### src/rtl/vec_issue_seq_pkg.sv
// Shared ISA definitions for the vector/scalar issue sequencer:
// opcode constants, FSM state encoding, decoded-instruction record
// and the per-opcode beat count helper.
package vec_isa_pkg;

  localparam logic [3:0] OP_VADD = 4'd0;
  localparam logic [3:0] OP_VDOT = 4'd1;
  localparam logic [3:0] OP_SMUL = 4'd2;
  localparam logic [3:0] OP_SST  = 4'd3;
  localparam logic [3:0] OP_VLD  = 4'd4;
  localparam logic [3:0] OP_VST  = 4'd5;
  localparam logic [3:0] OP_SLL  = 4'd6;
  localparam logic [3:0] OP_SLH  = 4'd7;
  localparam logic [3:0] OP_J    = 4'd8;
  localparam logic [3:0] OP_NOP  = 4'd15;

  typedef enum logic [1:0] {
    ST_IDLE  = 2'd0,
    ST_ISSUE = 2'd1,
    ST_HALT  = 2'd2
  } state_e;

  typedef struct packed {
    logic [3:0] op;
    logic [2:0] dst;
    logic [2:0] a1;
    logic [2:0] a2;
    logic [5:0] off;
    logic [7:0] imm;
    logic       vec_op;     // instruction spans VLEN beats
    logic       v_en;       // vector write on every beat
    logic       s_en;       // scalar write on every beat
    logic       s_en_last;  // scalar write on the final beat only
  } dec_instr_t;

  // Number of element beats an opcode occupies; 0 means drop on accept.
  function automatic int unsigned beats_for(input logic [3:0] op,
                                            input int unsigned vlen);
    case (op)
      OP_VADD, OP_VDOT, OP_SMUL, OP_VLD, OP_VST: return vlen;
      OP_SST, OP_SLL, OP_SLH, OP_J:              return 1;
      default:                                   return 0;
    endcase
  endfunction

endpackage

### src/rtl/vec_issue_seq_if.sv
// Instruction fetch handshake into the issue sequencer.
// master = fetch side, slave = sequencer side.
interface vec_issue_seq_if;
  logic [15:0] instr;
  logic        instr_valid;
  logic        instr_ready;

  modport master (output instr, output instr_valid, input instr_ready);
  modport slave  (input instr, input instr_valid, output instr_ready);
endinterface

### src/rtl/vec_issue_seq_decode.sv
// Combinational field decoder: splits a 16-bit instruction into the
// decoded-instruction record. Unused fields are forced to zero.
module isa_field_decode
  import vec_isa_pkg::*;
(
  input  logic [15:0] i_instr,
  output dec_instr_t  o_dec,
  output logic        o_legal
);

  // Field extraction by opcode class
  always_comb begin
    o_dec    = '0;
    o_legal  = 1'b1;
    o_dec.op = i_instr[15:12];
    case (i_instr[15:12])
      OP_VADD, OP_SMUL: begin
        o_dec.dst    = i_instr[11:9];
        o_dec.a1     = i_instr[8:6];
        o_dec.a2     = i_instr[5:3];
        o_dec.vec_op = 1'b1;
        o_dec.v_en   = 1'b1;
      end
      OP_VDOT: begin
        o_dec.dst       = i_instr[11:9];
        o_dec.a1        = i_instr[8:6];
        o_dec.a2        = i_instr[5:3];
        o_dec.vec_op    = 1'b1;
        o_dec.s_en_last = 1'b1;
      end
      OP_VLD: begin
        o_dec.dst    = i_instr[11:9];
        o_dec.a1     = i_instr[8:6];
        o_dec.off    = i_instr[5:0];
        o_dec.vec_op = 1'b1;
        o_dec.v_en   = 1'b1;
      end
      OP_VST: begin
        o_dec.a1     = i_instr[8:6];
        o_dec.a2     = i_instr[11:9];
        o_dec.off    = i_instr[5:0];
        o_dec.vec_op = 1'b1;
      end
      OP_SST: begin
        o_dec.a1  = i_instr[8:6];
        o_dec.a2  = i_instr[11:9];
        o_dec.off = i_instr[5:0];
      end
      OP_SLL, OP_SLH: begin
        o_dec.dst  = i_instr[11:9];
        o_dec.a1   = i_instr[11:9];
        o_dec.imm  = i_instr[7:0];
        o_dec.s_en = 1'b1;
      end
      OP_J: begin
        o_dec.imm = i_instr[7:0];
      end
      OP_NOP: ;
      default: o_legal = 1'b0;
    endcase
  end

endmodule

### src/rtl/vec_issue_seq.sv
// Registered decode-and-issue sequencer. Accepts instructions over the
// fetch handshake, latches the decoded fields and steps through the
// element beats (VLEN for vector ops, one for scalar ops), supporting
// back-to-back issue without a bubble and downstream stall.
// Optional feature macro: DECODE_ILLEGAL_TRAP_EN (adds `illegal` port
// and a sticky HALT state on undefined opcodes).
module vec_issue_seq
  import vec_isa_pkg::*;
#(
  parameter int unsigned VLEN  = 16,
  parameter int unsigned IDX_W = $clog2(VLEN)
) (
  input  logic              clk,
  input  logic              rst_n,
  vec_issue_seq_if.slave    fetch,
  input  logic              stall,
  output logic [3:0]        op,
  output logic [2:0]        dst_addr,
  output logic [2:0]        addr1,
  output logic [2:0]        addr2,
  output logic [5:0]        offset,
  output logic [7:0]        immediate,
  output logic              beat_valid,
  output logic [IDX_W-1:0]  beat_idx,
  output logic              last_beat,
  output logic              v_en,
  output logic              s_en,
  output logic              busy
`ifdef DECODE_ILLEGAL_TRAP_EN
  ,
  output logic              illegal
`endif
);

  state_e           r_state, w_state_nxt;
  dec_instr_t       r_dec, w_dec_nxt, w_dec_in;
  logic [IDX_W-1:0] r_beat_idx, w_beat_idx_nxt;
  logic [IDX_W-1:0] w_last_idx;
  logic             w_legal;
  logic             w_issue;
  logic             w_last;
  logic             w_ready;
  logic             w_accept;
  logic             w_load;
  state_e           w_handoff_state;
`ifdef DECODE_ILLEGAL_TRAP_EN
  logic             r_illegal, w_illegal_nxt;
  logic             w_trap;
`endif

  isa_field_decode u_decode (
    .i_instr (fetch.instr),
    .o_dec   (w_dec_in),
    .o_legal (w_legal)
  );

  // Beat position and handshake decoded from registered state
  assign w_issue    = (r_state == ST_ISSUE);
  assign w_last_idx = r_dec.vec_op ? IDX_W'(VLEN - 1) : '0;
  assign w_last     = w_issue && (r_beat_idx == w_last_idx);
  assign w_ready    = (r_state == ST_IDLE) || (w_last && !stall);
  assign w_accept   = fetch.instr_valid && w_ready;
  assign w_load     = w_accept && w_legal &&
                      (beats_for(w_dec_in.op, VLEN) != 0);
`ifdef DECODE_ILLEGAL_TRAP_EN
  assign w_trap     = w_accept && !w_legal;
`endif

  // Destination state at a hand-off point (IDLE or unstalled last beat)
  always_comb begin
    w_handoff_state = ST_IDLE;
    if (w_load) begin
      w_handoff_state = ST_ISSUE;
    end
`ifdef DECODE_ILLEGAL_TRAP_EN
    else if (w_trap) begin
      w_handoff_state = ST_HALT;
    end
`endif
  end

  // Next-state, beat counter and field-latch logic
  always_comb begin
    w_state_nxt    = r_state;
    w_dec_nxt      = r_dec;
    w_beat_idx_nxt = r_beat_idx;
`ifdef DECODE_ILLEGAL_TRAP_EN
    w_illegal_nxt  = r_illegal;
`endif
    case (r_state)
      ST_IDLE: begin
        w_state_nxt = w_handoff_state;
      end
      ST_ISSUE: begin
        if (!stall) begin
          if (!w_last) begin
            w_beat_idx_nxt = r_beat_idx + IDX_W'(1);
          end else begin
            w_state_nxt = w_handoff_state;
          end
        end
      end
      ST_HALT: begin
        w_state_nxt = ST_HALT;
      end
      default: w_state_nxt = ST_IDLE;
    endcase
    // w_load is only ever true at a hand-off point, so a new instruction
    // overwrites the fields and restarts at beat 0 with no bubble.
    if (w_load) begin
      w_dec_nxt      = w_dec_in;
      w_beat_idx_nxt = '0;
    end
`ifdef DECODE_ILLEGAL_TRAP_EN
    if (w_trap) begin
      w_illegal_nxt = 1'b1;
    end
`endif
  end

  // State and latched-field registers
  always_ff @(posedge clk or negedge rst_n) begin
    if (!rst_n) begin
      r_state    <= ST_IDLE;
      r_dec      <= '0;
      r_beat_idx <= '0;
`ifdef DECODE_ILLEGAL_TRAP_EN
      r_illegal  <= 1'b0;
`endif
    end else begin
      r_state    <= w_state_nxt;
      r_dec      <= w_dec_nxt;
      r_beat_idx <= w_beat_idx_nxt;
`ifdef DECODE_ILLEGAL_TRAP_EN
      r_illegal  <= w_illegal_nxt;
`endif
    end
  end

  assign fetch.instr_ready = w_ready;
  assign op         = r_dec.op;
  assign dst_addr   = r_dec.dst;
  assign addr1      = r_dec.a1;
  assign addr2      = r_dec.a2;
  assign offset     = r_dec.off;
  assign immediate  = r_dec.imm;
  assign busy       = w_issue;
  assign beat_valid = w_issue;
  assign beat_idx   = r_beat_idx;
  assign last_beat  = w_last;
  assign v_en       = w_issue && r_dec.v_en;
  assign s_en       = w_issue && (r_dec.s_en || (r_dec.s_en_last && w_last));
`ifdef DECODE_ILLEGAL_TRAP_EN
  assign illegal    = r_illegal;
`endif

endmodule

### src/flat_wrapper.sv
// flat-port wrapper written by rule: the top's interface ports become plain ports
module vec_issue_seq_flat import vec_isa_pkg::*;
#(
  parameter int unsigned VLEN  = 16,
  parameter int unsigned IDX_W = $clog2(VLEN)
)
  (clk, rst_n, stall, op, dst_addr, addr1, addr2, offset, immediate, beat_valid, beat_idx, last_beat, v_en, s_en, busy, fetch_instr, fetch_instr_valid, fetch_instr_ready);
  vec_issue_seq_if fetch_i ();
  input  logic clk;
  input  logic rst_n;
  input  logic stall;
  output logic [3:0] op;
  output logic [2:0] dst_addr;
  output logic [2:0] addr1;
  output logic [2:0] addr2;
  output logic [5:0] offset;
  output logic [7:0] immediate;
  output logic beat_valid;
  output logic [IDX_W-1:0] beat_idx;
  output logic last_beat;
  output logic v_en;
  output logic s_en;
  output logic busy;
  input wire logic [$bits(fetch_i.instr)-1:0] fetch_instr;
  input wire logic [$bits(fetch_i.instr_valid)-1:0] fetch_instr_valid;
  output wire logic [$bits(fetch_i.instr_ready)-1:0] fetch_instr_ready;
  assign fetch_i.instr = fetch_instr;
  assign fetch_i.instr_valid = fetch_instr_valid;
  assign fetch_instr_ready = fetch_i.instr_ready;
  vec_issue_seq #(.VLEN(VLEN), .IDX_W(IDX_W)) u_core (.clk(clk), .rst_n(rst_n), .fetch(fetch_i), .stall(stall), .op(op), .dst_addr(dst_addr), .addr1(addr1), .addr2(addr2), .offset(offset), .immediate(immediate), .beat_valid(beat_valid), .beat_idx(beat_idx), .last_beat(last_beat), .v_en(v_en), .s_en(s_en), .busy(busy));
endmodule
### config.mk
export PLATFORM = sky130hd
export DESIGN_NAME = vec_issue_seq_flat
export DESIGN_NICKNAME = d
export VERILOG_FILES = /design/src/rtl/vec_issue_seq_pkg.sv /design/src/rtl/vec_issue_seq_if.sv /design/src/rtl/vec_issue_seq_decode.sv /design/src/rtl/vec_issue_seq.sv /design/src/flat_wrapper.sv
export SDC_FILE = /design/constraint.sdc
export NUM_CORES = 1
export LEC_CHECK = 0
export ABC_AREA = 0
export BUFFER_PORTS_ARGS = -buffer_cell sky130_fd_sc_hd__buf_2
export CELL_PAD_IN_SITES_DETAIL_PLACEMENT = 2
export CELL_PAD_IN_SITES_GLOBAL_PLACEMENT = 2
export CORE_ASPECT_RATIO = 1.2
export CORE_UTILIZATION = 36
export CTS_CLUSTER_DIAMETER = 30
export DETAILED_ROUTE_END_ITERATION = 6
export GPL_TIMING_DRIVEN = 0
export PLACE_DENSITY = 0.95
export REMOVE_ABC_BUFFERS = 1
export SLEW_MARGIN = 20
export SYNTH_ARGS = -nofsm -noshare
export SYNTH_HDL_FRONTEND = slang
export SYNTH_HIERARCHICAL = 1
export SYNTH_SLANG_ARGS = --single-unit
### constraint.sdc
create_clock -name clk -period 2.6 [get_ports clk]
set_input_delay 0.78 -clock clk [delete_from_list [all_inputs] [get_ports clk]]
set_output_delay 0.78 -clock clk [all_outputs]
set_load 0.01 [all_outputs]
Word level (Yosys, flattened, before mapping). Memory sizes are Yosys's and may differ from the RTL's. Index checks and enable logic that the tools add are counted.

Flip-flop bits (word level): 37. Bits in read-only memories: 32. Output and inout port bits: 37. Memories: 1. Input bits: 20. Logic and storage cells: 76.

Reductions and logical operators: 27. Add/sub/neg operators: 1. Equality and inequality tests: 16. Muxes and demuxes: 19.

Memory list: (name not given) (depth 16, bits a word 2, rd ports 1, clocked after memory_dff 0, write ports 0, line vec_issue_seq_pkg.sv:39) `case (op)`.

Operators by type and width (number): nonzero test 32 bit (1); 2-to-1 mux 4 bit (5); == test 4 x 3 -> 1 bit (second input constant) (4); case mux 3 bit (2 select lines) (2); OR reduction 3 bit (4); OR reduction 6 bit (2); OR reduction 10 bit (1); == test 4 x 2 -> 1 bit (second input constant) (2); == test 4 bit (second input constant) (2); logical AND 1 bit (8); 2-to-1 mux 8 bit (1); 2-to-1 mux 1 bit (6); 2-to-1 mux 6 bit (1); inequality test 2 bit (second input constant) (3); case mux 2 bit (3 select lines) (1); OR reduction 5 bit (1); adder 4 x 1 -> 4 bit (second input constant) (1); == test 4 x 1 -> 1 bit (second input constant) (1); == test 4 bit (1); logical NOT 4 bit (1); 2-to-1 mux 2 bit (2); OR reduction 2 bit (2); 2-to-1 mux 3 bit (1); AND reduction 3 bit (1); other kinds (8) (9).

Depth between registers and ports, before layout. Gate-level depths: netlist of the first run.

Depth after elaboration: 12. Mapped depth: 8. Depth with buffers taken out: 5.

Cells and area by module. The synthesis of the first run kept the hierarchy.

By module, submodules not included: vec_issue_seq (instances 1, cells each 138, area an instance 1761.7 µm²); isa_field_decode (instances 1, cells each 67, area an instance 465.4 µm²).

Worst setup path after synthesis of the first run. No wires, ideal clock.

Kind: input to register. Start: in fetch_instr[14]. End: reg u_core.r_dec, in the netlist u_core/addr1[0]. Slack: 250 ps. Data arrival time: 2225 ps. Library setup time: 125 ps. Path buffers: 2. Stages on the path: 7. Cell sequence: buf_6 -> or2_2 -> o211ai_1 -> nand3_1 -> a21oi_4 -> buf_6 -> mux2_2.

Cells in the longest elaborated chain, start to end: 5.

Ends and longest elaborated chain: start: declaration (line flat_wrapper.sv:24) `input wire logic [$bits(fetch_i.instr)-1:0] fetch_instr;`; == test 4 x 3 -> 1 bit, or another cell as far along (line vec_issue_seq_decode.sv:16) `case (i_instr[15:12])`; OR reduction 10 bit (no line) (*); 2-to-1 mux 1 bit (*) (line vec_issue_seq_decode.sv:16); via u_core.w_legal (line vec_issue_seq.sv:39) `logic w_legal;`; logical AND 1 bit (*) (2 in a row) (line vec_issue_seq.sv:63) `assign w_load = w_accept && w_legal &&`; end signal: assignment (line vec_issue_seq.sv:132) `r_dec <= w_dec_nxt;`; end: declaration (line vec_issue_seq.sv:36) `dec_instr_t r_dec, w_dec_nxt, w_dec_in;`.

Mark *: on every way through the listed nets, which the timed path passes. The rest lies on a longest branch. A chain may end at the register's enable or synchronous reset.

Final worst setup path of the first run.
Start: reg u_core.r_beat_idx[1] (netlist: u_core/beat_idx[1]). End: out s_en.

Cells in the longest elaborated chain, start to end: 5.

Ends and longest elaborated chain: start: declaration (line vec_issue_seq.sv:37) `logic [IDX_W-1:0] r_beat_idx, w_beat_idx_nxt;`; start signal: assignment (line vec_issue_seq.sv:133) `r_beat_idx <= w_beat_idx_nxt;`; == test 4 bit (line vec_issue_seq.sv:60) `assign w_last = w_issue && (r_beat_idx == w_last_idx);`; logical AND 1 bit (line vec_issue_seq.sv:60); logical AND 1 bit (line vec_issue_seq.sv:152) `assign s_en = w_issue && (r_dec.s_en || (r_dec.s_en_last && w_last));`; logical OR 1 bit (line vec_issue_seq.sv:152); logical AND 1 bit (line vec_issue_seq.sv:152); end: declaration (line flat_wrapper.sv:22) `output logic s_en;`.

No other way between the ends.

==> impl_metrics.csv, run 1 <==
group,metric,value,unit
run_status,status,"finished, final reports clean",
timing,hold_viol,0,
clock_tree,clock-sinks,37,
layout,fin_util,40.4,%
route,dr.pass1.iters,4,
layout,finalNetCount,251,
layout,fin_cells,312,
worst_hold_path,hp-start,"u_core/op[3]",
pwr,p_per_area,813,mW/mm^2
critical_path,crit_start,"u_core/beat_idx[1]",
critical_path,path_cells,"and3_2, a32o_2, a21oi_1, nor2_1, buf_2",
pwr,peakVddDrop,0.326,mV
timing,slew-limit-headroom,42.9,%
layout,final_common_cell,"buf_2",
timing,post-route-period-util,95.4,%
global_routing,antenna_found_initial,0,
synth,yosys_register_bits,37,
critical_path,cpPeakStageDelay,440,ps
timing,setup_viol,0,
floorplanning,die_y,88.2,um
timing,fmax,403,MHz
timing,tightest_slew,856,ps
pwr,leakagePower,1.18,nW
floorplanning,ios,57,
run,drv_cap,0,
global_routing,gr-total-overflow,0,
route,avgViaCountPerCell,5.09,
layout,diodes,0,
layout,final_cell_area,0.00243,mm^2
route,drcViolationCount,0,
place,placed_cells,302,
timing,drv_slew,0,
critical_path,worst-r2r-cell-count,5,
layout,final_cell_mix,"56 x buf_2, 37 x dfrtp_1, 24 x mux2_2",
critical_path,crit_path_max_fanout,8,
clock_tree,htree_levels,2,
critical_path,r2r_start,"u_core/beat_idx[0]",
critical_path,cp-start-kind,"register",
clock_tree,ctsHoldBuffers,0,
timing,rsz0062_at_grt,"no",
worst_hold_path,hp-class,"reg -> reg",
critical_path,critPathSlowestCell,"dfrtp_1",
critical_path,cp.depth,5,
synth,synth-seq-area-share,41.6,%
clock_tree,clk_pin_slew_worst_paths,70,ps
route,wirelength,5430,um
clock_tree,clockBufferDepth,2,
synth,postSynthCellCount,205,
route,wl_per_cell,17.4,um
critical_path,crit_required,1820,ps
synth,ys_warn_count,6,
critical_path,cp-end-kind,"output port",
synth,yosysUniqueCellTypes,41,
clock_tree,tritoncts,"built",
route,first_iter_violations,37,
global_routing,track_usage,18.3,%
synth,syn-cell-area,0.00223,mm^2
timing,holdWs,483,ps
synth,synth_edf_count,0,
route,antenna_left,0,
critical_path,path_delay_family,"compound AO/OA/AOI/OAI gates",
floorplanning,rows,31,
clock_tree,numCtsBuffers,5,
floorplanning,core,0.00601,mm^2
global_routing,grt_max_degree,38,
critical_path,path_buf_inv,1,
synth,synth.avg_cell_area,10.9,um^2
clock_tree,clk_latency,290,ps
clock_tree,cts_root_buffer,"clkbuf_8",
worst_hold_path,worstHoldPathCells,1,
critical_path,path_class,"reg -> out",
floorplanning,die_x,73.8,um
layout,drive_gt1_share,43.9,%
timing,period_needed,2480,ps
place,dpl.hpwl,3770,um
synth,async_reset_ff_share,100,%
place,io_buffers,56,
timing,skew,3.24,ps
floorplanning,initial_utilization,37.0,%
layout,synthToLayoutAreaGrowth,9.10,%
critical_path,cp.arrival,1700,ps
route,vias,1587,
floorplanning,die_area,0.00651,mm^2
place,dpl-instance-area,0.00229,mm^2
global_routing,grt_pass1_vias,1787,
global_routing,grt_first_pass_wirelength,8810,um
synth,synth_flop_cell,"dfrtp_1",
place,gp_congestion,0.802,
-- cell usage after synthesis (all sizes together), types with 2 or more instances --
cell type / number / area share, %
buf: 40 / 14
mux2: 31 / 16
nand3: 6 / 1.3
or2: 3 / 0.84
a21oi: 12 / 3.4
and2b: 3 / 1.0
nor4b: 2 / 1.5
o21ai: 5 / 1.1
dfrtp: 37 / 42
a31oi: 7 / 2.2
nand2b: 3 / 0.84
and2: 10 / 2.8
nand2: 7 / 1.2
nor2b: 12 / 3.5
nor2: 6 / 1.3
or3: 3 / 0.84
o32ai: 3 / 1.2
-- report_power, final --
group	switching [mW]	total (mW)	leakage, nW	internal, mW
registers	0.104	0.838	0.490	0.734
logic	0.393	0.729	0.646	0.337
clock network	0.197	0.407	0.0443	0.210
-- timing repair --
item	CTS	global route
resized for setup	1	1
cloned	1	0
endpoints found under the setup margin	31	32
hold endpoints to repair	0	0
pin swaps	0	0
setup buffers	0	2
-- per-stage QoR --
stage	setup slack (ps)	TNS (ps)	power, mW
final	120	0	1.97
after global routing	23.7	0	2.11
after CTS	16.7	0	1.99
after detailed placement	-531	-17110	1.56
after global placement	-482	-15570	1.51
after floorplan	87.0	0	1.23
-- layout make-up --
cell class / instances / area, um^2
fillers: 656 / 3580
inverters: 1 / 3.75
repair buffers: 58 / 320
multi-input cells: 127 / 991
well taps: 82 / 103
flip-flops and latches: 37 / 926
clock buffers: 7 / 86.3
-- final timing paths --
path	to	slack [ps]
worst min register to register	u_core/op[3]	480
worst max-delay path	s_en	120
worst max register to register	u_core/immediate[2]	720
max in group asynchronous	u_core/offset[4]	1460
worst min-delay path	u_core/op[3]	480
min in group asynchronous	u_core/r_state[1]	600
-- layer usage --
layer  share of wire (%)  vias up  global-route usage (%)
li1                    -      731                       -
met1                  41      794                    20.5
met2                  52       53                    33.5
met3                 4.6        9                    3.91
met4                 1.8        0                    6.82
met5                   0        -                       0
-- sequential cells by signal (all words and copies together), names as in the netlist --
name and count:
u_core/immediate 8, u_core/offset 6, u_core/beat_idx 4, u_core/op 4, u_core/r_dec 4, u_core/addr1 3, u_core/addr2 3, u_core/dst_addr 3
u_core/r_state 2
-- cells by family (layout without fill, tap and decap cells) --
family          Yosys count  in the layout  synth area share, %
xor+xnor                  1              1                0.393
compound gates           32             33                 9.78
mux                      31             31                 15.7
buf+inv                  42             66                 14.7
flops                    37             37                 41.6
fa+ha+maj                 1              1                0.562
simple gates             61             61                 17.3
Note: power is estimated with default switching activity, not from simulation.
==> run 2: changes to the inputs <==
Settings changed: ABC_AREA 0 to 1, CORE_MARGIN set to 4, CORE_UTILIZATION 36 to 31.
==> run 2 against run 1 <==
Against the previous run: global-route usage is 2.3 points lower; sequential power increased by 8.4%; flip-flop and latch count unchanged; area after synthesis down 0.17%; routed wire length rose by 27%; combinational power is 37% higher; setup slack improved by 75 ps; critical path depth up 2; design area increased by 2.0%.
==> impl_metrics.csv, run 2 <==
group,metric,value,unit
run_status,status,"finished, final reports clean",
layout,nFillCells,826,
worst_hold_path,hp-class,"reg -> reg",
synth,ys_top_cells_by_count,"99 x nand2_1, 37 x dfrtp_1, 35 x buf_4",
synth,postSynthCellCount,301,
critical_path,cp-start-kind,"register",
synth,synth.avg_cell_area,7.39,um^2
synth,synth_edf_count,0,
global_routing,track_usage,16.0,%
critical_path,cp_common_cell,"nand2_1",
critical_path,reg2reg_to,"u_core/beat_idx[0]",
layout,regArea,927,um^2
route,wl_per_cell,16.5,um
global_routing,grt_pass1_vias,2231,
layout,final_common_cell,"nand2_1",
critical_path,critPathSlowestCell,"dfrtp_1",
clock_tree,clockBufferDepth,2,
timing,period_needed,2410,ps
layout,finalNetCount,350,
floorplanning,die_y,101,um
critical_path,path_class,"reg -> out",
synth,yosysUniqueCellTypes,24,
floorplanning,die_area,0.00860,mm^2
synth,yosys_register_bits,37,
route,antenna_left,0,
floorplanning,die_x,85.3,um
timing,post-route-period-util,92.5,%
floorplanning,core,0.00690,mm^2
synth,synth_flop_cell,"dfrtp_1",
critical_path,cp-end-kind,"output port",
layout,synthToLayoutAreaGrowth,11.4,%
route,dr.pass1.iters,4,
synth,synth-seq-area-share,41.6,%
floorplanning,rows,33,
run,drv_cap,0,
route,first_iter_violations,67,
timing,tightest_slew,846,ps
critical_path,worst-r2r-cell-count,10,
layout,largest_reg_flops,8,
critical_path,cpPeakStageDelay,420,ps
critical_path,path_cells,"nand2_1, nor2_2, nand2_1, nand2_2, nand3_2, nand2_8, buf_2",
worst_hold_path,worstHoldPathCells,1,
route,wirelength,6900,um
timing,setup_viol,0,
timing,hold_viol,0,
place,io_buffers,56,
synth,synth_top_cell_area_share,41.6,%
route,drcViolationCount,0,
clock_tree,clk_pin_slew_worst_paths,70,ps
layout,diodes,0,
place,dpl.hpwl,4760,um
timing,drv_slew,0,
timing,fmax,416,MHz
floorplanning,ios,57,
timing,rsz0062_at_grt,"no",
critical_path,cp.arrival,1630,ps
timing,slew-limit-headroom,43.6,%
place,gp_congestion,0.799,
layout,fin_cells,417,
critical_path,ff2ff_setup_slack,500,ps
clock_tree,ctsHoldBuffers,0,
worst_hold_path,hold-path-endpoint,"u_core/r_state[1]",
pwr,peakVddDrop,0.314,mV
synth,syn-cell-area,0.00222,mm^2
clock_tree,numCtsBuffers,5,
worst_hold_path,hp-start,"u_core/r_state[0]",
synth,ys_warn_count,6,
global_routing,grt_first_pass_wirelength,11000,um
critical_path,crit_required,1820,ps
pwr,leakagePower,1.49,nW
synth,yosysTopAreaCell,"dfrtp_1",
global_routing,antenna_found_initial,0,
global_routing,gr-total-overflow,0,
layout,final_cell_mix,"99 x nand2_1, 56 x buf_2, 36 x dfrtp_1",
critical_path,r2r_start,"u_core/beat_idx[1]",
clock_tree,clk_latency,280,ps
timing,skew,2.49,ps
synth,async_reset_ff_share,100,%
place,placed_cells,402,
pwr,p_per_area,977,mW/mm^2
global_routing,grt_max_degree,38,
route,vias,2015,
route,avgViaCountPerCell,4.83,
timing,fin_tns_setup,0,ps
synth,synth_most_common_cell,"nand2_1",
clock_tree,cts_root_buffer,"clkbuf_8",
clock_tree,htree_levels,2,
layout,fin_util,35.9,%
layout,multiInputGateArea,880,um^2
clock_tree,clock-sinks,37,
critical_path,crit_path_max_fanout,5,
clock_tree,tritoncts,"built",
floorplanning,initial_utilization,32.2,%
synth,synth.area.top_cells,"dfrtp_1 42%, nand2_1 17%, buf_4 12%",
layout,drive_gt1_share,25.2,%
==> run 2: changes by cell type after synthesis, sizes merged, moves of 6 or more <==
cell	previous run	this run
nor2	6	19
nand2	7	104
and2	10	0
nand3	6	36
a31oi	7	0
nor2b	12	0
a21oi	12	18
inv	1	33
mux2	31	0
==> run 2: worst max path at each step <==
stage / startpoint / endpoint / slack [ps] / cells past startpoint
2_1_floorplan: fetch_instr[14] / u_core/beat_idx[0] / 30 / 8
3_3_place_gp: fetch_instr[14] / u_core/beat_idx[3] / -790 / 9
3_5_place_dp: fetch_instr[14] / u_core/beat_idx[0] / -430 / 9
4_1_cts: u_core/beat_idx[0] / fetch_instr_ready / 40 / 7
5_1_grt: u_core/beat_idx[1] / fetch_instr_ready / 40 / 7
6_report: u_core/beat_idx[1] / fetch_instr_ready / 190 / 7
==> run 2: layout make-up <==
type | count | area share (%)
inverters | 34 | 5.15
clock buffers | 7 | 3.48
repair buffers | 61 | 12.8
flip-flops and latches | 37 | 37.4
multi-input cells | 190 | 35.5
well taps | 87 | 4.39
clock inverters | 1 | 1.21
==> run 2: stage by stage <==
stage / power (mW) / setup WS [ps] / hold slack [ps] / cell area (um^2)
3_5_place_dp: 1.87 / -432 / 443 / 2300
3_3_place_gp: 1.78 / -790 / 425 / 2290
2_1_floorplan: 1.43 / 25.1 / 415 / 1900
5_1_grt: 2.62 / 38.8 / 486 / 2480
6_report: 2.42 / 194 / 448 / 2480
4_1_cts: 2.41 / 44.7 / 453 / 2430
==> run 2: routing by layer <==
| layer | vias to the layer above | global-route usage [%] | share of wire, % |
|---|---|---|---|
| li1 | 959 | - | - |
| met2 | 49 | 31.1 | 55 |
| met5 | - | 0 | 0 |
| met4 | 0 | 4.38 | 1.7 |
| met3 | 8 | 2.45 | 4.9 |
| met1 | 999 | 17.8 | 39 |
==> run 2: worst max-delay path: cells and delay by family, from the launching register on <==
kind | cells | cell delay, ps
and+or+nand+nor | 6 | 780
DFF | 1 | 420
buffers and inverters | 1 | 130
==> run 2: cells by family after synthesis <==
| logic type | synth area share (%) |
|---|---|
| buffers and inverters | 20.2 |
| AOI/OAI and AO/OA | 5.40 |
| DFF | 41.6 |
| adders and majority gates | 0.563 |
| and+or+nand+nor | 32.2 |
==> run 2: report_power, final <==
part / total (mW) / internal (mW) / switching, mW
Combinational: 0.999 / 0.340 / 0.660
Sequential: 0.908 / 0.775 / 0.133
Clock: 0.513 / 0.313 / 0.200
Total: 2.42 / 1.43 / 0.993
==> run 2: what timing repair did <==
| action | in CTS | in global routing |
|---|---|---|
| pin swaps | 1 | 2 |
| setup buffers | 0 | 5 |
| setup endpoints to repair | 36 | 28 |
| resized for setup | 1 | 1 |
| gates cloned | 1 | 1 |
